## src/rtl/mux16_rr_scheduler.sv

```systemverilog
// mux16_rr_scheduler
//   Round-robin scheduler that shares an internal 16:1 single-bit mux between
//   16 requesters. A granted requester keeps the mux for up to BURST_LEN
//   accepted beats. The grant is released early if that requester withdraws
//   its request. On release the scheduler re-arbitrates on the same clock
//   edge, so consecutive grants follow each other with no idle cycle.
//
// Ports
//   clk        system clock, rising edge
//   rst_n      asynchronous active-low reset
//   req[15:0]  per-requester request
//   in[15:0]   per-requester data bit
//   out_ready  downstream consumer accepts the current beat
//   out        selected data bit (in[sel] while out_valid, else 0)
//   out_valid  beat available (req[sel] while a grant is active)
//   sel[3:0]   mux select = granted requester index
//   gnt[15:0]  one-hot grant, zero when idle
//   busy       a grant is active
module mux16_rr_scheduler #(
    parameter int BURST_LEN = 4,
    parameter int CNT_W     = 8
) (
    input  logic        clk,
    input  logic        rst_n,
    input  logic [15:0] req,
    input  logic [15:0] in,
    input  logic        out_ready,
    output logic        out,
    output logic        out_valid,
    output logic [3:0]  sel,
    output logic [15:0] gnt,
    output logic        busy
);

    typedef enum logic {IDLE, SERVE} state_t;

    state_t             state_reg, state_next;
    logic [3:0]         sel_reg, sel_next;
    logic [3:0]         ptr_reg, ptr_next;
    logic [CNT_W-1:0]   cnt_reg, cnt_next;

    logic [15:0]        mux_taps;
    logic               mux_bit;
    logic [3:0]         arb_base;
    logic [31:0]        req_dbl;
    logic [15:0]        req_rot;
    logic [3:0]         arb_off;
    logic [3:0]         arb_win;
    logic               arb_any;
    logic               req_sel;
    logic               accept;
    logic               last_beat;
    logic               release_now;

    // 16:1 mux as an AND-OR tree, one tap per requester.
    for (genvar gi = 0; gi < 16; gi++) begin : g_lane
        assign mux_taps[gi] = in[gi] & (sel_reg == 4'(gi));
        assign gnt[gi]      = busy & (sel_reg == 4'(gi));
    end
    assign mux_bit = |mux_taps;

    assign busy      = (state_reg == SERVE);
    assign sel       = sel_reg;
    assign req_sel   = req[sel_reg];
    assign out_valid = busy & req_sel;
    assign out       = mux_bit & out_valid;

    assign accept      = out_valid & out_ready;
    assign last_beat   = (cnt_reg == CNT_W'(BURST_LEN - 1));
    assign release_now = busy & (~req_sel | (accept & last_beat));

    // In SERVE, arbitration only matters on release, where the new pointer is
    // sel+1; using it directly lets one arbiter serve both states. The 4-bit
    // add wraps 15 -> 0 naturally.
    assign arb_base = (state_reg == SERVE) ? (sel_reg + 4'd1) : ptr_reg;
    assign req_dbl  = {req, req};
    assign req_rot  = req_dbl[arb_base +: 16];
    assign arb_any  = |req;
    assign arb_win  = arb_base + arb_off;

    // Lowest set bit of the rotated request vector = distance from arb_base.
    always_comb begin
        arb_off = 4'd0;
        for (int i = 15; i >= 0; i--) begin
            if (req_rot[i]) begin
                arb_off = 4'(i);
            end
        end
    end

    always_comb begin
        state_next = state_reg;
        sel_next   = sel_reg;
        ptr_next   = ptr_reg;
        cnt_next   = cnt_reg;
        case (state_reg)
            IDLE: begin
                if (arb_any) begin
                    state_next = SERVE;
                    sel_next   = arb_win;
                    cnt_next   = '0;
                end
            end
            SERVE: begin
                if (release_now) begin
                    ptr_next = sel_reg + 4'd1;
                    cnt_next = '0;
                    if (arb_any) begin
                        sel_next = arb_win;
                    end else begin
                        state_next = IDLE;
                    end
                end else if (accept) begin
                    cnt_next = cnt_reg + CNT_W'(1);
                end
            end
            default: state_next = IDLE;
        endcase
    end

    always_ff @(posedge clk or negedge rst_n) begin
        if (!rst_n) begin
            state_reg <= IDLE;
            sel_reg   <= 4'd0;
            ptr_reg   <= 4'd0;
            cnt_reg   <= '0;
        end else begin
            state_reg <= state_next;
            sel_reg   <= sel_next;
            ptr_reg   <= ptr_next;
            cnt_reg   <= cnt_next;
        end
    end

endmodule

```

## config.mk

```make
export PLATFORM = sky130hd
export DESIGN_NAME = mux16_rr_scheduler
export DESIGN_NICKNAME = d
export VERILOG_FILES = /design/src/rtl/mux16_rr_scheduler.sv
export SDC_FILE = /design/constraint.sdc
export NUM_CORES = 1
export LEC_CHECK = 0
export ABC_CLOCK_PERIOD_IN_PS = 4450
export BUFFER_PORTS_ARGS = -buffer_cell sky130_fd_sc_hd__buf_2
export CAP_MARGIN = 15
export CORE_MARGIN = 10
export CORE_UTILIZATION = 50
export CTS_BUF_LIST = sky130_fd_sc_hd__clkbuf_8
export DETAILED_ROUTE_END_ITERATION = 7
export HOLD_SLACK_MARGIN = 0.02
export PLACE_DENSITY = 0.74
export SLEW_MARGIN = 20
export SYNTH_ARGS = -nofsm -noshare
export SYNTH_HDL_FRONTEND = slang
export SYNTH_SLANG_ARGS = --single-unit
```

## constraint.sdc

```tcl
create_clock -name clk -period 4.45 [get_ports clk]
set_input_delay 1.335 -clock clk [delete_from_list [all_inputs] [get_ports clk]]
set_output_delay 1.335 -clock clk [all_outputs]
set_load 0.1 [all_outputs]
```

==> impl_metrics.csv <==
group,metric,value,unit
outcome,status,"completed",
clocking,cts_root_buf,"clkbuf_8",
sta,setup_viol,0,
clocking,clk_latency,250,ps
clocking,cts_resized,0,
logic_synthesis,syn_nets,351,
logic_synthesis,synth_area_leaders,"mux4_2 (15%), dfrtp_1 (15%), mux2i_1 (14%), nand2_1 (4.5%), mux2_2 (3.9%)",
floorplanning,die_x,95.59,um
route,top_layer,"met4",
clocking,numCtsBuffers,3,
floorplanning,die_area,9136,um2
clocking,cts_hold_buf,0,
route,avgViaCountPerCell,6.291,
clocking,postCtsSetupRepairBufs,0,
route,ant_nets,0,
worst_setup_path,arrival,3060,ps
clocking,htree_levels,1,
sta,slew_headroom,0.5503,
logic_synthesis,ys_seq_area_frac,0.1489,
place,place_hpwl,6222,um
sta,finalMaxSlewViolations,0,
final_layout,final_area,3292,um2
final_layout,syn2layout_area_growth,15.24,%
worst_setup_path,crit_type,"in -> out",
route,via_count,2743,
global_routing,grt_overflow,0,
final_layout,fin_nets,408,
logic_synthesis,yosys_most_used_dff,"dfrtp_1",
route,met1Wirelength,3542,um
route,dr_wl_met2,3444,um
global_routing,grt_max_degree,34,
clocking,clock_tree.buffer_depth,2,
worst_setup_path,critPathCaptureType,"output pin",
sta,tns,0,ps
logic_synthesis,yosys_register_bits,17,
final_layout,drive_gt1_frac,0.3516,
global_routing,grt_use_total,0.1656,
route,detail_route.wl_per_cell,17.67,um
sta,rsz0062_at_grt,"no",
sta,layout_min_cycle_time,4391,ps
place,port_buffers,57,
worst_setup_path,critPathMaxFanout,8,
logic_synthesis,ys_warn_count,0,
clocking,cts.sinks,17,
floorplanning,ios,58,
logic_synthesis,synth.avg_cell_area,9.274,um2
sta,whs,506.9,ps
route,drtIter0Drc,213,
floorplanning,start_util,0.5156,
sta,max_slew.worst_pin.slew,674.6,ps
global_routing,antenna_found_initial,0,
final_layout,multiInputGateArea,2288,um2
floorplanning,die_h,95.59,um
logic_synthesis,yosysTopAreaCellShare,0.1498,
final_layout,n_antenna_cell,0,
clocking,tritoncts,"built",
global_routing,grt_pass1_wl,12650,um
logic_synthesis,async_flop_share,1.000,
final_layout,largest_register_ffs,8,
route,wirelength,7705,um
final_layout,regArea,429.2,um2
floorplanning,num_rows,27,
floorplanning,core,5540,um2
sta,finalCritPeriodShare,0.9866,
worst_setup_path,critPathRequiredTime,3120,ps
route,wl_met3,687,um
route,dr.pass1.iters,5,
logic_synthesis,synth_cell_type_count,63,
sta,fmax,0.2278,GHz
logic_synthesis,synth_edf_count,0,
place,gp_congestion,0.9227,
worst_hold_path,min_path_type,"reg -> reg",
final_layout,fillers,484,
sta,skew,4.509,ps
logic_synthesis,syn-cell-area,2856,um2
worst_setup_path,worstSetupStartpointType,"primary input",
place,place_area,3246,um2
clocking,cts.reportedPaths.clkPinSlew,70,ps
flow_run,maxCapViolations,0,
global_routing,grt_pass1_vias,2631,
sta,hold_viol_final,0,
logic_synthesis,synth_top_area_cell,"mux4_2",
logic_synthesis,synthCells,308,
route,drcViolationCount,0,
==> worst max-delay path: stages <==
cell	delay, ps
buf_2	150
mux4_2	480
mux4_2	510
nand2_1	200
inv_1	80
buf_2	290
==> routing by layer <==
metal,GRT usage,vias to the layer above
met5,0,-
met4,0.01597,0
met3,0.02671,4
met2,0.2748,119
met1,0.2283,1310
li1,-,1310
==> per-stage QoR <==
stage / std cells / utilization / setup slack [ps]
final: 436 / 0.5942 / 59.44
after floorplan: 308 / - / 35.31
after global routing: 436 / 0.5942 / 3.467
after detailed placement: 432 / 0.5858 / 62.61
after global placement: 432 / 0.5858 / 61.34
after CTS: 436 / 0.5942 / 63.73
==> placed cells by master (no fill, tap or decap), types with 3 or more instances in the layout <==
cell type | Yosys | final
xnor2_1 | 4 | 4
o31ai_1 | 5 | 5
nor3_2 | 0 | 4
a21oi_1 | 8 | 8
a22o_1 | 3 | 3
nand2b_1 | 5 | 5
o21ai_0 | 13 | 13
clkbuf_8 | 0 | 3
mux2_2 | 10 | 10
mux2i_2 | 3 | 3
mux2i_1 | 40 | 40
o22ai_1 | 4 | 4
nor4_1 | 5 | 5
buf_2 | 4 | 57
nand3_1 | 16 | 16
nand4_1 | 3 | 3
dfrtp_1 | 17 | 14
mux4_2 | 19 | 19
dfrtp_2 | 0 | 3
inv_1 | 7 | 7
ha_1 | 7 | 7
and3_1 | 4 | 4
nor3_1 | 10 | 6
nor2_1 | 24 | 23
mux2i_4 | 3 | 3
nand2_1 | 34 | 34
buf_4 | 3 | 13
==> synthesized netlist by cell type (4+ instances only) <==
| master | count |
|---|---|
| nand3_1 | 16 |
| buf_6 | 4 |
| and3_1 | 4 |
| clkbuf_1 | 5 |
| a21oi_1 | 8 |
| nor3_1 | 10 |
| nand2b_1 | 5 |
| inv_1 | 7 |
| o22ai_1 | 4 |
| mux2_2 | 10 |
| nor4_1 | 5 |
| dfrtp_1 | 17 |
| o31ai_1 | 5 |
| nand2_1 | 34 |
| buf_2 | 4 |
| ha_1 | 7 |
| nor2_1 | 24 |
| mux4_2 | 19 |
| xnor2_1 | 4 |
| mux2i_1 | 40 |
| o21ai_0 | 13 |
==> path summary, 6_finish.rpt <==
check,slack (ps),from,cells after the start,to
min,510,cnt_reg[7],1,cnt_reg[7]
min reg2reg,510,cnt_reg[7],1,cnt_reg[7]
max in group asynchronous,3150,rst_n,1,busy
max reg2reg,400,busy,16,sel[2]
min in group asynchronous,990,rst_n,1,cnt_reg[7]
max,60,req[3],6,out_valid
==> cell type report <==
class / count / area share
Clock buffer: 3 / 0.01254
Inverter: 8 / 0.01064
Timing Repair Buffer: 71 / 0.1224
Clock inverter: 1 / 0.001520
Sequential cell: 17 / 0.1304
Multi-Input combinational cell: 264 / 0.6952
Tap cell: 72 / 0.02737
==> cell families after synthesis <==
group | count (synthesis) | share of synthesized area
and+or+nand+nor | 110 | 0.1879
adders and majority gates | 8 | 0.03767
AOI/OAI and AO/OA | 64 | 0.1643
buffers and inverters | 27 | 0.05782
DFF | 17 | 0.1489
xor gates and xnor gates | 4 | 0.01226
muxes | 78 | 0.3911
Power is left out: the tool's default activity adds up to more than one toggle a clock period on the data nets, which glitch-free logic cannot reach.
